--- config.mk ---
export PLATFORM = sky130hd
export DESIGN_NAME = galaksija_tape_player
export DESIGN_NICKNAME = d
export VERILOG_FILES = /design/src/rtl/galaksija_tape_pkg.sv /design/src/rtl/galaksija_tape_bit_gen.sv /design/src/rtl/galaksija_tape_player.sv
export SDC_FILE = /design/constraint.sdc
export NUM_CORES = 1
export LEC_CHECK = 0
export ABC_AREA = 1
export BUFFER_PORTS_ARGS = -buffer_cell sky130_fd_sc_hd__buf_4
export CORE_MARGIN = 2
export CORE_UTILIZATION = 64
export CTS_CLUSTER_SIZE = 25
export DETAILED_ROUTE_END_ITERATION = 10
export PLACE_DENSITY = 0.86
export SLEW_MARGIN = 20
export SYNTH_ARGS = -nofsm -noshare
export SYNTH_HDL_FRONTEND = slang
export SYNTH_SLANG_ARGS = --single-unit
export TNS_END_PERCENT = 10
--- constraint.sdc ---
create_clock -name clk -period 4.7 [get_ports clk]
set_clock_uncertainty 0.2 [all_clocks]
set_input_delay 0.94 -clock clk [delete_from_list [all_inputs] [get_ports clk]]
set_output_delay 0.94 -clock clk [all_outputs]
set_load 0.02 [all_outputs]
--- src/rtl/galaksija_tape_pkg.sv ---
// Shared types and defaults for the Galaksija cassette player.
package galaksija_tape_pkg;

   typedef enum logic [2:0] {
      ST_IDLE,
      ST_LEADER,
      ST_PRIME,
      ST_DATA,
      ST_FINISH
   } tape_state_t;

   // Edges from a ram_addr change to the edge that may capture ram_q
   localparam int unsigned RAM_LAT          = 2;

   localparam int unsigned DEF_BIT_CYC      = 2048;
   localparam int unsigned DEF_PULSE_CYC    = 256;
   localparam int unsigned DEF_LEADER_BYTES = 96;

   // Pulse level at position c of a cell: pulse at start, second pulse at half cell for a 1
   function automatic logic cell_level(input int unsigned c, input logic b,
                                       input int unsigned bit_cyc, input int unsigned pulse_cyc);
      int unsigned half;
      half = bit_cyc / 2;
      return (c < pulse_cyc) || (b && (c >= half) && (c < half + pulse_cyc));
   endfunction

endpackage

--- src/rtl/galaksija_tape_bit_gen.sv ---
// One bit cell generator: owns the cell counter and the registered pulse output.
module galaksija_tape_bit_gen
   import galaksija_tape_pkg::*;
#(
   parameter int unsigned BIT_CYC   = DEF_BIT_CYC,
   parameter int unsigned PULSE_CYC = DEF_PULSE_CYC
) (
   input  logic clk,
   input  logic reset_n,
   input  logic clear,
   input  logic cell_start,
   input  logic bit_in,
   output logic tape_out,
   output logic cell_last_c
);

   localparam int unsigned CW = $clog2(BIT_CYC);
   localparam logic [CW-1:0] LAST = CW'(BIT_CYC - 1);

   logic [CW-1:0] cnt;
   logic          cur_bit;
   logic          active;

   assign cell_last_c = active && (cnt == LAST);

   // Cell counter and pulse level, registered against the counter value of the next cycle
   always_ff @(posedge clk or negedge reset_n) begin
      if (!reset_n) begin
         cnt      <= '0;
         cur_bit  <= 1'b0;
         active   <= 1'b0;
         tape_out <= 1'b0;
      end else if (clear) begin
         cnt      <= '0;
         active   <= 1'b0;
         tape_out <= 1'b0;
      end else if (cell_start) begin
         cnt      <= '0;
         cur_bit  <= bit_in;
         active   <= 1'b1;
         tape_out <= cell_level(32'd0, bit_in, BIT_CYC, PULSE_CYC);
      end else if (active) begin
         if (cnt == LAST) begin
            cnt      <= '0;
            active   <= 1'b0;
            tape_out <= 1'b0;
         end else begin
            cnt      <= cnt + CW'(1);
            tape_out <= cell_level(32'(cnt) + 32'd1, cur_bit, BIT_CYC, PULSE_CYC);
         end
      end
   end

endmodule

--- src/rtl/galaksija_tape_player.sv ---
// Plays the tape buffer as a Galaksija cassette pulse stream: leader, then bytes LSB-first.
module galaksija_tape_player
   import galaksija_tape_pkg::*;
#(
   parameter int unsigned ADDR_W       = 14,
   parameter int unsigned BIT_CYC      = DEF_BIT_CYC,
   parameter int unsigned PULSE_CYC    = DEF_PULSE_CYC,
   parameter int unsigned LEADER_BYTES = DEF_LEADER_BYTES
) (
   input  logic              clk,
   input  logic              reset_n,
   input  logic              start,
   input  logic              stop,
   input  logic [ADDR_W:0]   length,
   output logic [ADDR_W-1:0] ram_addr,
   input  logic [7:0]        ram_q,
   output logic              tape_out,
   output logic              busy,
   output logic              done,
   output logic [ADDR_W:0]   byte_pos
);

   localparam int unsigned LEAD_CELLS = LEADER_BYTES * 8;
   localparam int unsigned LW = (LEAD_CELLS > 2) ? $clog2(LEAD_CELLS) : 1;
   localparam int unsigned FW = $clog2(RAM_LAT + 1);

   tape_state_t       state, state_nx;
   logic [7:0]        shift, next_byte;
   logic [2:0]        bit_idx;
   logic [LW-1:0]     lead_cnt;
   logic [FW-1:0]     fetch_cnt;
   logic [ADDR_W:0]   len_q;
   logic [ADDR_W:0]   byte_pos_inc;
   logic              more_c;

   logic              accept_c, cell_start_c, cell_bit_c, fetch_go_c;
   logic              load_next_c, load_ram_c, shift_c, lead_step_c, byte_step_c, stop_c;
   logic [ADDR_W-1:0] fetch_addr_c;
   logic              cell_last_c;

   assign byte_pos_inc = byte_pos + (ADDR_W + 1)'(1);
   assign more_c       = byte_pos_inc < len_q;

   galaksija_tape_bit_gen #(
      .BIT_CYC   (BIT_CYC),
      .PULSE_CYC (PULSE_CYC)
   ) u_bit_gen (
      .clk         (clk),
      .reset_n     (reset_n),
      .clear       (stop_c),
      .cell_start  (cell_start_c),
      .bit_in      (cell_bit_c),
      .tape_out    (tape_out),
      .cell_last_c (cell_last_c)
   );

   // State register
   always_ff @(posedge clk or negedge reset_n) begin
      if (!reset_n) state <= ST_IDLE;
      else          state <= state_nx;
   end

   // Next state and datapath strobes; stop overrides everything outside IDLE
   always_comb begin
      state_nx     = state;
      accept_c     = 1'b0;
      cell_start_c = 1'b0;
      cell_bit_c   = 1'b0;
      fetch_go_c   = 1'b0;
      fetch_addr_c = ram_addr;
      load_next_c  = 1'b0;
      load_ram_c   = 1'b0;
      shift_c      = 1'b0;
      lead_step_c  = 1'b0;
      byte_step_c  = 1'b0;
      stop_c       = 1'b0;
      case (state)
         ST_IDLE: begin
            if (start && !stop && (length != '0)) begin
               accept_c = 1'b1;
               if (LEADER_BYTES > 0) begin
                  state_nx     = ST_LEADER;
                  cell_start_c = 1'b1;
               end else begin
                  state_nx     = ST_PRIME;
                  fetch_go_c   = 1'b1;
                  fetch_addr_c = '0;
               end
            end
         end
         ST_LEADER: begin
            if (cell_last_c) begin
               lead_step_c  = 1'b1;
               cell_start_c = 1'b1;
               if (lead_cnt == LW'(LEAD_CELLS - 1)) begin
                  state_nx    = ST_DATA;
                  cell_bit_c  = next_byte[0];
                  load_next_c = 1'b1;
               end else if (lead_cnt == LW'(LEAD_CELLS - 2)) begin
                  // byte 0 is fetched while the last leader cell plays
                  fetch_go_c   = 1'b1;
                  fetch_addr_c = '0;
               end
            end
         end
         ST_PRIME: begin
            if (fetch_cnt == FW'(1)) begin
               state_nx     = ST_DATA;
               cell_start_c = 1'b1;
               cell_bit_c   = ram_q[0];
               load_ram_c   = 1'b1;
            end
         end
         ST_DATA: begin
            if (cell_last_c) begin
               if (bit_idx == 3'd7) begin
                  byte_step_c = 1'b1;
                  if (more_c) begin
                     cell_start_c = 1'b1;
                     cell_bit_c   = next_byte[0];
                     load_next_c  = 1'b1;
                  end else begin
                     state_nx = ST_FINISH;
                  end
               end else begin
                  cell_start_c = 1'b1;
                  cell_bit_c   = shift[1];
                  shift_c      = 1'b1;
                  // prefetch next byte at the start of bit 7, never past the last byte
                  if ((bit_idx == 3'd6) && more_c) begin
                     fetch_go_c   = 1'b1;
                     fetch_addr_c = ram_addr + ADDR_W'(1);
                  end
               end
            end
         end
         ST_FINISH: state_nx = ST_IDLE;
         default:   state_nx = ST_IDLE;
      endcase
      if (stop && (state != ST_IDLE)) begin
         stop_c       = 1'b1;
         state_nx     = ST_IDLE;
         accept_c     = 1'b0;
         cell_start_c = 1'b0;
         fetch_go_c   = 1'b0;
         load_next_c  = 1'b0;
         load_ram_c   = 1'b0;
         shift_c      = 1'b0;
         lead_step_c  = 1'b0;
         byte_step_c  = 1'b0;
      end
   end

   // Address, fetch pipeline, shift/next-byte registers, counters and status outputs
   always_ff @(posedge clk or negedge reset_n) begin
      if (!reset_n) begin
         ram_addr  <= '0;
         fetch_cnt <= '0;
         next_byte <= '0;
         shift     <= '0;
         bit_idx   <= '0;
         lead_cnt  <= '0;
         len_q     <= '0;
         byte_pos  <= '0;
         busy      <= 1'b0;
         done      <= 1'b0;
      end else begin
         busy <= (state_nx != ST_IDLE);
         done <= (state_nx == ST_FINISH);
         if (accept_c) begin
            len_q    <= length;
            byte_pos <= '0;
            lead_cnt <= '0;
         end
         if (fetch_go_c) begin
            ram_addr  <= fetch_addr_c;
            fetch_cnt <= FW'(RAM_LAT);
         end else if (stop_c) begin
            fetch_cnt <= '0;
         end else if (fetch_cnt != '0) begin
            fetch_cnt <= fetch_cnt - FW'(1);
         end
         if (fetch_cnt == FW'(1)) next_byte <= ram_q;
         if (load_next_c) begin
            shift   <= next_byte;
            bit_idx <= '0;
         end else if (load_ram_c) begin
            shift   <= ram_q;
            bit_idx <= '0;
         end else if (shift_c) begin
            shift   <= {1'b0, shift[7:1]};
            bit_idx <= bit_idx + 3'd1;
         end
         if (lead_step_c) lead_cnt <= lead_cnt + LW'(1);
         if (byte_step_c) byte_pos <= byte_pos_inc;
      end
   end

endmodule

* Yosys cells after proc, flatten, opt, wreduce, memory -nomap -nowiden
Cells that the tools add are included.
Storage, ports and cells: register bits after elaboration 94, logic and storage cells 150, output and inout bits 32, input port bits 27
Cells by class: $lt $le $gt $ge 4, equality and inequality tests 16, reductions and logical operators 22, multiplexer cells 85, add/subtract/negate cells 7, bitwise logic cells 1
Operator list (count):
- two-way mux 14 bit | 6
- two-way mux 1 bit | 48
- two-way mux 11 bit | 4
- two-way mux 3 bit | 11
- >= comparator 32 x 11 -> 1 bit (second input constant) | 1
- < comparator 32 x 11 -> 1 bit (second input constant) | 1
- < comparator 32 x 9 -> 1 bit (second input constant) | 1
- two-way mux 15 bit | 2
- one-hot mux 14 bit (2 select lines) | 1
- two-way mux 8 bit | 3
- == test 10 bit (second input constant) | 2
- two-way mux 10 bit | 2
- adder 15 x 1 -> 15 bit (second input constant) | 1
- < comparator 15 bit | 1
- nonzero test 15 bit | 1
- nonzero test 3 bit | 5
- adder 14 x 1 -> 14 bit (second input constant) | 1
- adder 11 x 1 -> 12 bit (second input constant) | 1
- inequality test 2 bit (second input constant) | 6
- one-hot mux 3 bit (4 select lines) | 1
- adder 11 x 1 -> 11 bit (second input constant) | 1
- == test 11 bit (second input constant) | 1
- adder 10 x 1 -> 10 bit (second input constant) | 1
- == test 3 bit (second input constant) | 3
- 17 further kinds | 30

* Longest topological paths before layout
Gate-level depths: netlist (run 1).
depth in word-level cells 9, depth in mapped cells 23, depth with buffers taken out 23

* Hierarchy
From an unflattened synthesis (run 1), not the netlist that was laid out.
Second synthesis, totals: cell total of the unflattened synthesis 707, area total of the unflattened synthesis 5559.1 µm²
Modules (own cells, without submodules):
- galaksija_tape_player | times used 1, seq. area each 1976.9 µm², cells each 612, area each 4722.0 µm²
- galaksija_tape_bit_gen | times used 1, seq. area each 350.3 µm², cells each 95, area each 837.1 µm²

* Worst setup path before layout (run 1)
Ideal clock, no wire load.
path kind flip-flop to flip-flop, start point register byte_pos[0], end point register ram_addr[9], cell stages (with the launch flop) 20, path buffers 1, setup time 0.117 ns, arrival 3.001 ns, required time 4.383 ns, slack 1.382 ns, period minus slack after synthesis 3.318 ns, cells stage by stage dfrtp_1 > ha_1 > nand2_1 > nor2_1 > nand3_1 > nor3_1 > nand4_1 > xor2_1 > ha_1 > nand2_1 > inv_1 > nand2_1 > nand2_1 > a21oi_1 > nand4_1 > nand2_1 > nand2_2 > buf_6 > o21ai_1 > inv_1
Between the ends: longest elaborated chain between the ends 9, elaborated cells between the ends (all ways) 10, those cells by class 1 x add/sub; 1 x order compare; 1 x eq/ne; 5 x mux; 2 x reduce/logical
RTL lines:
- start: declaration | line galaksija_tape_player.sv:20 | output logic [ADDR_W:0] byte_pos
- start signal: assignment | line galaksija_tape_player.sv:195 | if (byte_step_c) byte_pos <= byte_pos_inc;
- adder 15 x 1 -> 15 bit * | line galaksija_tape_player.sv:41 | assign byte_pos_inc = byte_pos + (ADDR_W + 1)'(1);
- < comparator 15 bit * | line galaksija_tape_player.sv:42 | assign more_c = byte_pos_inc < len_q;
- logical AND 1 bit * | line galaksija_tape_player.sv:130 | if ((bit_idx == 3'd6) && more_c) begin
- two-way mux 1 bit | line galaksija_tape_player.sv:130
- two-way mux 1 bit | line galaksija_tape_player.sv:116 | if (bit_idx == 3'd7) begin
- two-way mux 1 bit | line galaksija_tape_player.sv:115 | if (cell_last_c) begin
- one-hot mux 1 bit (2 select lines) | line galaksija_tape_player.sv:77 | case (state)
- two-way mux 1 bit | line galaksija_tape_player.sv:140 | if (stop && (state != ST_IDLE)) begin
- AND reduction 8 bit (no line) *
- end signal: assignment | line galaksija_tape_player.sv:176 | ram_addr <= fetch_addr_c;
- end: declaration | line galaksija_tape_player.sv:15 | output logic [ADDR_W-1:0] ram_addr,
Mark *: on every way between the ends. The rest lies on a longest branch, timed or not. A chain may end at the register's enable or synchronous reset.

* Worst setup path after layout (run 1)
Ends and elaborated chain as after synthesis.

==> results of run 1 <==
==> cells in the final DEF (no fill, tap or decap) <==
cell        count
a211oi_1        1
a21oi_1        10
a22o_1          1
a31oi_1         2
buf_4          60
bufinv_16       1
clkbuf_8        9
clkinv_4        1
clkinvlp_4      2
dfrtp_1        93
ha_1           24
inv_1         132
inv_2           1
inv_6           3
mux2_2          7
mux2i_1         1
nand2_1       190
nand2_2         4
nand3_1        41
nand3_2         3
nand4_1        16
nor2_1         56
nor2_2          3
nor2_4          1
nor3_1         10
nor3_4          1
nor3b_1         3
nor3b_2         1
nor4_1          3
o211ai_1        1
o21ai_0        43
o21ai_1        13
o21ai_2         2
o22ai_1        14
o31ai_1         1
o41ai_1         1
xnor2_1         2
xor2_1         22
==> path summary, 6_finish.rpt <==
path,slack (ns),depth (start not counted),start,end
worst max register to register,0.74,16,byte_pos[0],ram_addr[9]
worst min register to register,0.29,2,len_q[8],len_q[8]
max in group asynchronous,2.94,2,reset_n,len_q[8]
worst min-delay path,0.29,2,len_q[8],len_q[8]
min in group asynchronous,0.46,1,reset_n,byte_pos[2]
worst max-delay path,0.74,16,byte_pos[0],ram_addr[9]
==> layout make-up <==
cell class / count / area, µm² / area share
multi-input combinational: 477 / 2521 / 0.4111
sequential: 93 / 2327 / 0.3794
timing repair buffer: 60 / 450.4 / 0.07344
inverter: 133 / 499.2 / 0.08140
tap: 105 / 131.4 / 0.02142
clock inverter: 7 / 80.08 / 0.01306
clock buffer: 9 / 123.9 / 0.02020
==> flip-flops by register name (all words and copies together), names as in the netlist <==
signal              flops
u_bit_gen.active        1
bit_idx                 3
len_q                  15
u_bit_gen.cnt          11
fetch_cnt               2
shift                   7
ram_addr               14
byte_pos               15
busy                    1
done                    1
lead_cnt               10
u_bit_gen.tape_out      1
state                   3
next_byte               8
u_bit_gen.cur_bit       1
==> cell usage after synthesis <==
master	number	area share
nor3b_1	3	0.0042
o21ai_2	2	0.0032
o41ai_1	1	0.0016
nor3_4	1	0.0030
ha_1	24	0.055
nand3_2	3	0.0055
a211oi_1	1	0.0014
nand3_1	41	0.038
mux2i_1	1	0.0018
inv_1	132	0.091
mux2_2	7	0.015
o21ai_0	43	0.040
nor2_2	3	0.0035
o22ai_1	14	0.016
o21ai_1	13	0.012
nand2_1	190	0.13
xnor2_1	2	0.0032
buf_2	2	0.0018
o211ai_1	1	0.0014
a31oi_1	2	0.0023
a22o_1	1	0.0016
buf_6	2	0.0042
nor3b_2	1	0.0023
nor3_1	10	0.0092
nor2_1	56	0.039
inv_2	1	0.00069
nand2_2	4	0.0046
xor2_1	22	0.036
o31ai_1	1	0.0014
nor2_4	1	0.0021
nor4_1	3	0.0035
a21oi_1	10	0.0092
nand4_1	16	0.018
clkbuf_1	10	0.0069
buf_4	1	0.0014
dfrtp_1	93	0.43
==> report_power, final <==
group | internal, W | switching [W]
Combinational | 0.000177 | 0.000326
Clock | 0.000253 | 0.000310
Sequential | 0.000931 | 0.0000830
==> critical path, delay by kind of cell (launching register included) <==
kind / cells / cell delay, ns
xor+xnor: 1 / 0.22
flops: 1 / 0.45
compound gates: 3 / 0.64
fa+ha+maj: 2 / 0.51
simple gates: 9 / 1.77
buf+inv: 1 / 0.08
==> stage by stage <==
step           instance area (µm²)  utilization
2_1_floorplan                 5425            -
3_3_place_gp                  5929       0.7216
3_5_place_dp                  5929       0.7216
4_1_cts                       6133       0.7465
5_1_grt                       6133       0.7465
6_report                      6133       0.7465
==> cells by family after synthesis <==
logic type | count (synthesis)
AND/OR/NAND/NOR | 332
buffers and inverters | 148
flip-flops | 93
AO/OA/AOI/OAI | 89
XOR/XNOR | 24
adder cells (fa/ha/maj) | 24
multiplexers | 8
==> per-layer routing <==
| layer | routed length [µm] | part of all wire | vias to the layer above |
|---|---|---|---|
| met5 | 0 | 0 | - |
| met4 | 284 | 0.023 | 0 |
| met3 | 646 | 0.052 | 27 |
| met2 | 6284 | 0.51 | 160 |
| met1 | 5177 | 0.42 | 2284 |
| li1 | - | - | 2387 |
==> results.cfg, run 1 <==
[clock_network]
cts.clk_slew.worst_paths_ns = 0.10
cts_buffers = 9
cts_tree = built
clockBufferDepth = 2
cts.sinks = 93
hold_buffers = 0
cts-resized-gates = 0
cts_setup_buffers = 0
cts-htree-levels = 3
clock_latency_ns = 0.37
root_buffer = clkbuf_8

[detailed_routing]
vias = 4858
drtIter0Drc = 306
antenna_left = 0
drc = 0
vias_per_cell = 5.495
wire_per_inst_um = 14.02
first_pass_iters = 5
wirelength_mm = 12.39

[layout]
fillers = 619
drive_gt1_frac = 0.1271
area_growth_pct = 13.05
nNetsFinal = 825
diodes = 0
layout.cells.non_filler = 884

[global_route]
grt_util_met2 = 0.4878
grt_pass1_vias = 4752
grt_overflow = 0
grt-busiest-layer = met2
grt_pass1_wl_mm = 20.86
antenna_found_initial = 0
grt_max_degree = 68
met3_usage = 0.05638
grtUsageMet1 = 0.3711
grt_use_total = 0.2899

[sta]
final_max_slew_viol_count = 0
tns_ns = 0
period_minus_slack_ns = 3.958
tightestPinTransition_ns = 0.8439
layout_setup_ws_ns = 0.7422
fmax_ghz = 0.2527
maxSlewHeadroom = 0.4374
setup_viol = 0
hold_viol_final = 0
post-route-period-util = 0.8421
hold_slack_ns = 0.2944
grt_setup_unrepaired = no

[die]
core_area_um2 = 8217
start_util = 0.6603
die_area_um2 = 9229
dieHeight_um = 96.07
io_pins = 59
num_rows = 33
chipWidth_um = 96.07

[synth]
synth.distinct_cells = 36
synth_area_per_cell_um2 = 7.556
synth-xor-area-share = 0.03875
synthAdderAreaFrac = 0.05535
ys_warn_count = 0
synth-simple-area-share = 0.2643
synth.yosys.seq_area_share = 0.4290
synth_top_family_by_area = simple AND/OR/NAND/NOR gates
synth_cells = 718
netlist_area_um2 = 5425
synthMuxAreaShare = 0.01637
synth-compound-area-share = 0.08994
syn_nets = 769
ys_ff_latch = 93

[placement]
post-place-cells = 868
place.gp.congestion = 0.9223
dp_hpwl_mm = 9.244
pre_cts_ws_ns = 0.8710
numPortBuffers = 58

[power]
power_leakage_nw = 3.299
vdd_drop_max_mv = 0.2571
power_density_nw_per_um2 = 339.1
power.total_w = 0.002080

[outcome]
status = completed

[flow_run]
drv_cap = 0

[setup_path]
required_ns = 4.75
worstSetupEndpointType = flip-flop
cp_max_fo = 19
crit_chain = ha_1 > nand2_1 > nor2_1 > nand3_1 > nor3_1 > nand4_1 > xor2_1 > ha_1 > a21oi_1 > nand2_1 > a21oi_1 > nand4_1 > nand2_1 > nand2_2 > o21ai_1 > inv_1
slowest_stage = dfrtp_1
cp_common_cell = nand2_1
arrival_ns = 4.01
start_kind = flip-flop
crit_type = reg -> reg
cpPeakStageDelay_ns = 0.45

[min_path]
hold_path_class = reg -> reg
(Power assumes the default switching activity.)
==> inputs of run 2 (changes only) <==
--- a/config.mk
+++ b/config.mk
@@ -8,10 +8,10 @@
 export ABC_AREA = 1
 export BUFFER_PORTS_ARGS = -buffer_cell sky130_fd_sc_hd__buf_4
 export CORE_MARGIN = 2
-export CORE_UTILIZATION = 64
+export CORE_UTILIZATION = 59
 export CTS_CLUSTER_SIZE = 25
 export DETAILED_ROUTE_END_ITERATION = 10
-export PLACE_DENSITY = 0.86
+export PLACE_DENSITY = 0.8
 export SLEW_MARGIN = 20
 export SYNTH_ARGS = -nofsm -noshare
 export SYNTH_HDL_FRONTEND = slang
==> constraint.sdc (replaced) <==
create_clock -name clk -period 3.7 [get_ports clk]
set_clock_uncertainty 0.2 [all_clocks]
set_input_delay 0.74 -clock clk [delete_from_list [all_inputs] [get_ports clk]]
set_output_delay 0.74 -clock clk [all_outputs]
set_load 0.02 [all_outputs]
==> run 2 against run 1 <==
Critical path depth rose by 6. Power is 27% higher. Global-route usage down 3.9 points. Highest routed layer unchanged.
==> results.cfg, run 2 (synthesized netlist as in run 1, its figures left out) <==
[placement]
place.gp.congestion = 0.9078
dp_hpwl_mm = 8.790
numPortBuffers = 58
post-place-cells = 877
pre_cts_ws_ns = 0.04039
placed_area_um2 = 5991

[clock_network]
root_buffer = clkbuf_8
cts.sinks = 93
cts_tree = built
clock_latency_ns = 0.36
clockBufferDepth = 2
cts_buffers = 9
cts.clk_slew.worst_paths_ns = 0.09
cts_setup_buffers = 0
hold_buffers = 0
cts-resized-gates = 0
cts-htree-levels = 3

[outcome]
status = completed

[die]
dieHeight_um = 99.89
num_rows = 34
core_area_um2 = 8806
chipWidth_um = 99.89
start_util = 0.6161
die_area_um2 = 9978
io_pins = 59

[setup_path]
crit_type = reg -> reg
worstSetupEndpointType = flip-flop
cp_common_cell = nand2_1
arrival_ns = 3.48
slowest_stage = dfrtp_2
cp_max_fo = 9
critPathTopFamily = simple AND/OR/NAND/NOR gates
cp_num_buf_inv = 3
required_ns = 3.79
crit_chain = ha_1 > nand2_1 > nor2_1 > nand3_2 > nor3_4 > buf_4 > nand3_1 > nand2_1 > inv_1 > ha_1 > nand2_1 > nor2_1 > nand2_1 > nor2_1 > nand2_1 > nand3_1 > nand2_1 > nand2_1 > nand3_2 > inv_4 > nand2_1 > nand3_1
cpPeakStageDelay_ns = 0.42
start_kind = flip-flop

[power]
power_leakage_nw = 3.366
power.total_w = 0.002639
vdd_drop_max_mv = 0.2699
power_density_nw_per_um2 = 423.3

[sta]
fmax_ghz = 0.2950
hold_viol_final = 0
tightestPinTransition_ns = 0.6394
grt_setup_unrepaired = no
tns_ns = 0
period_minus_slack_ns = 3.390
post-route-period-util = 0.9163
maxSlewHeadroom = 0.5737
setup_viol = 0
final_max_slew_viol_count = 0
layout_setup_ws_ns = 0.3096

[detailed_routing]
antenna_left = 0
first_pass_iters = 5
wire_per_inst_um = 13.21
vias_per_cell = 5.359
drtIter0Drc = 189
vias = 4775
wirelength_mm = 11.77
drc = 0

[layout]
area_growth_pct = 14.92
layout.cells.non_filler = 891
largest_registers = byte_pos (15), len_q (15), ram_addr (14)
diodes = 0
layout_commonest_cell = nand2_1
nNetsFinal = 831
layout_common_cells = nand2_1, inv_1, dfrtp_1
drive_gt1_frac = 0.1418
design_area_um2 = 6235

[flow_run]
drv_cap = 0

[global_route]
grt-busiest-layer = met2
grt_overflow = 0
grt_use_total = 0.2510
antenna_found_initial = 0
grt_util_met2 = 0.4298
grt_max_degree = 94
met3_usage = 0.03900
grt_pass1_vias = 4617
grtUsageMet1 = 0.3242
grt_pass1_wl_mm = 20.18

[min_path]
hold_path_class = in -> async
## run 2: changes by cell type in the layout (fill, tap and decap cells not counted), moves of 2 or more
cell	previous run	this run
nand2_2	4	6
nand2_1	190	187
buf_4	60	65
inv_6	3	0
nor3_1	10	8
## run 2: final timing paths
kind                       cells after the start          end        start  slack, ns
setup reg to reg                              22     shift[7]  byte_pos[0]       0.31
hold / removal                                 2  byte_pos[4]      reset_n       0.19
setup / recovery                              22     shift[7]  byte_pos[0]       0.31
max in group asynchronous                      2         busy      reset_n       2.68
hold reg to reg                                2     len_q[1]     len_q[1]       0.29
min in group clk                               2     len_q[1]     len_q[1]       0.29
## run 2: per-stage QoR
step | util | hold slack [ns]
final | 0.7080 | 0.1921
after global routing | 0.7080 | 0.2484
after CTS | 0.7033 | 0.2414
after detailed placement | 0.6803 | 0.2618
after global placement | 0.6803 | 0.2570
after floorplan | - | 0.2434
## run 2: power breakdown
group / switching, W / internal, W / total [W]
registers: 0.000104 / 0.00118 / 0.00129
logic: 0.000405 / 0.000227 / 0.000633
clock network: 0.000346 / 0.000374 / 0.000720
total: 0.000855 / 0.00178 / 0.00264
## run 2: final cells by class
class	count	area, µm²
fillers	726	2571
multi-input cells	477	2559
flip-flops and latches	93	2328
repair buffers	66	508.0
inverters	133	501.7
well taps	108	135.1
clock buffers	10	127.6
clock inverters	4	75.07
## run 2: per-layer routing
layer  part of all wire  up-vias  wire length [µm]
li1                   -     2394                 -
met1               0.46     2260              5449
met2               0.48      103              5668
met3              0.036       18               422
met4              0.020        0               235
met5                  0        -                 0
## run 2: worst reg2reg max path, delay by kind of cell (launching register included)
family / cells / cell delay, ns
and+or+nand+nor: 17 / 1.82
adders and majority gates: 2 / 0.49
buffers and inverters: 3 / 0.36
DFF: 1 / 0.42
==> inputs of run 3 (changes only) <==
--- a/config.mk
+++ b/config.mk
@@ -9,11 +9,11 @@
 export BUFFER_PORTS_ARGS = -buffer_cell sky130_fd_sc_hd__buf_4
 export CORE_MARGIN = 2
 export CORE_UTILIZATION = 59
-export CTS_CLUSTER_SIZE = 25
 export DETAILED_ROUTE_END_ITERATION = 10
 export PLACE_DENSITY = 0.8
 export SLEW_MARGIN = 20
 export SYNTH_ARGS = -nofsm -noshare
 export SYNTH_HDL_FRONTEND = slang
+export SYNTH_HIERARCHICAL = 1
 export SYNTH_SLANG_ARGS = --single-unit
 export TNS_END_PERCENT = 10
==> run 3 against run 2 <==
The flow now finishes with violations (negative setup slack). Fmax shrank 10%. Final area grew 2.0%. Critical path depth grew 3. Register-to-register slack lost 0.38 ns. Combinational power grew 24%. Synthesized area grew 2.5%. First-iteration DRC count grew 48%. Count of clock-buffer cells in the layout grew 2. Critical endpoint is now u_bit_gen/cnt[3].
==> results.cfg, run 3 <==
[placement]
numPortBuffers = 58
dp_hpwl_mm = 8.760
placed_area_um2 = 6090
pre_cts_ws_ns = 0.02681
place.gp.congestion = 0.8814

[detailed_routing]
antenna_left = 0
drc = 0
drtIter0Drc = 279
vias = 4902
vias_per_cell = 5.545
wire_per_inst_um = 13.95
wirelength_mm = 12.34
first_pass_iters = 6

[layout]
design_area_um2 = 6359
layout_commonest_cell = nand2_1
area_growth_pct = 14.38
drive_gt1_frac = 0.2057
diodes = 0
largest_registers = byte_pos (15), len_q (15), ram_addr (14)
layout_common_cells = nand2_1, inv_1, dfrtp_1
nNetsFinal = 821
fillers = 753

[setup_path]
crit_type = reg -> reg
worstSetupEndpointType = flip-flop
cpPeakStageDelay_ns = 0.41
cp_num_buf_inv = 2
critPathTopFamily = simple AND/OR/NAND/NOR gates
cp_max_fo = 5
cp_common_cell = nor2_2
start_kind = flip-flop
arrival_ns = 3.86
slowest_stage = dfrtp_1
required_ns = 3.79

[synth]
synth_area_per_cell_um2 = 7.863
synth_top_flop_cell = dfrtp_1
ys_ff_latch = 93
synth.distinct_cells = 48
synth.yosys.seq_area_share = 0.4186
ys_warn_count = 6
yosysMostFrequentCell = nand2_1
synth_area_leaders = dfrtp_1, nand2_1, inv_1, ha_1, nand3_1
synth_top_area_cell = dfrtp_1
yosysTopAreaCellShare = 0.4186
syn_nets = 758
yosys-top-cells-count = nand2_1, inv_1, dfrtp_1
netlist_area_um2 = 5559
synth_edf_count = 0
async_reset_ff_frac = 1.000
synth_cells = 707

[sta]
layout_setup_ws_ns = -0.06906
period_minus_slack_ns = 3.769
grt_setup_unrepaired = yes
tightestPinTransition_ns = 0.6675
final_max_slew_viol_count = 0
hold_viol_final = 0
fmax_ghz = 0.2653
maxSlewHeadroom = 0.5550
tns_ns = -0.4732
post-route-period-util = 1.019
setup_viol = 11

[die]
num_rows = 35
core_area_um2 = 9196
dieHeight_um = 101.1
start_util = 0.6045
chipWidth_um = 101.1
io_pins = 59
die_area_um2 = 10210

[global_route]
grt_pass1_wl_mm = 20.36
grt_overflow = 0
grt_pass1_vias = 4486
grt_util_met2 = 0.4045
grt_use_total = 0.2501
antenna_found_initial = 0
grt_max_degree = 51
grt-busiest-layer = met2
grtUsageMet1 = 0.3498
met3_usage = 0.03190

[outcome]
violations = negative setup slack
status = finished, violations left

[flow_run]
drv_cap = 0

[power]
power_density_nw_per_um2 = 424.2
vdd_drop_max_mv = 0.2366
power_leakage_nw = 3.372

[min_path]
hold_path_class = in -> async

[clock_network]
root_buffer = clkbuf_8
cts_tree = built
cts-htree-levels = 3
clockBufferDepth = 2
clock_latency_ns = 0.36
cts_buffers = 9
cts.sinks = 93
cts.clk_slew.worst_paths_ns = 0.09
## run 3: changes by cell type after synthesis, moves of 11 or more
cell | before | now
a21oi_1 | 10 | 25
inv_1 | 132 | 96
inv_2 | 1 | 12
nand4_1 | 16 | 28
o21ai_0 | 43 | 27
xor2_1 | 22 | 8
## run 3: timing repair
action                                  CTS  global route
pin swaps                                 0            15
endpoints found under the setup margin    4            19
buffers inserted                          0             5
hold endpoints to repair                  0             0
gates resized for setup                   1            16
hold buffers                              0             0
## run 3: routing by layer
| metal | vias up | share of wire |
|---|---|---|
| met2 | 119 | 0.49 |
| li1 | 2424 | - |
| met3 | 21 | 0.042 |
| met5 | - | 0 |
| met1 | 2338 | 0.46 |
| met4 | 0 | 0.016 |
## run 3: cell families after synthesis
family                     Yosys count  share of synthesized area
DFF                                 93                     0.4186
and+or+nand+nor                    351                     0.3104
buffers and inverters              127                    0.09363
xor gates and xnor gates            10                    0.01711
AOI/OAI and AO/OA                  100                     0.1022
adders and majority gates           24                    0.05402
muxes                                2                   0.004051
## run 3: worst paths after layout
kind                              from          endpoint  slack, ns  depth (start not counted)
min in group clk           lead_cnt[8]       lead_cnt[8]       0.28                          1
max reg2reg                byte_pos[1]  u_bit_gen/cnt[3]      -0.07                         25
min                            reset_n       byte_pos[6]       0.16                          1
min reg2reg                lead_cnt[8]       lead_cnt[8]       0.28                          1
max                        byte_pos[1]  u_bit_gen/cnt[3]      -0.07                         25
max in group asynchronous      reset_n        bit_idx[0]       2.47                          2
## run 3: layout make-up
type                    instances  area, µm²  area share
clock buffers                  12      155.1     0.02440
inverters                     111      432.9     0.06808
well taps                     111      138.9     0.02184
clock inverters                 2      10.01    0.001574
repair buffers                 68      523.0     0.08225
multi-input cells             487       2771      0.4359
flip-flops and latches         93       2327      0.3660
## run 3: worst register-to-register path, cell delays in order (launching register included)
cell	delay (ns)
dfrtp_1	0.41
ha_4	0.16
nand2_2	0.06
nor2_4	0.16
nand3_4	0.11
nor3_4	0.24
nand3_2	0.14
nor2_4	0.14
xor2_2	0.08
ha_1	0.33
nand2_2	0.09
nor2_2	0.12
nand2_1	0.09
nor2_2	0.12
nor2_2	0.06
and2_4	0.15
nor2_2	0.08
nand2_1	0.06
a21oi_2	0.13
nor2_2	0.05
or2_4	0.26
clkinvlp_4	0.08
nand2_2	0.06
nor2_4	0.17
inv_6	0.06
o21ai_2	0.10
## run 3: metrics by stage
step / power (W) / cells / hold slack [ns] / utilization
floorplan: 0.001821 / 707 / 0.2402 / -
global placement: 0.002004 / 865 / 0.2558 / 0.6622
detailed placement: 0.002043 / 865 / 0.2661 / 0.6622
CTS: 0.002656 / 879 / 0.1788 / 0.6804
global route: 0.002881 / 884 / 0.2116 / 0.6914
finish: 0.002697 / 884 / 0.1594 / 0.6914
## run 3: power by group
group	switching (W)	internal, W	leakage (nW)	total, W
combinational	0.000483	0.000300	2.04	0.000783
sequential	0.000118	0.00119	1.24	0.00131
clock	0.000335	0.000272	0.0881	0.000607
total	0.000937	0.00176	3.37	0.00270
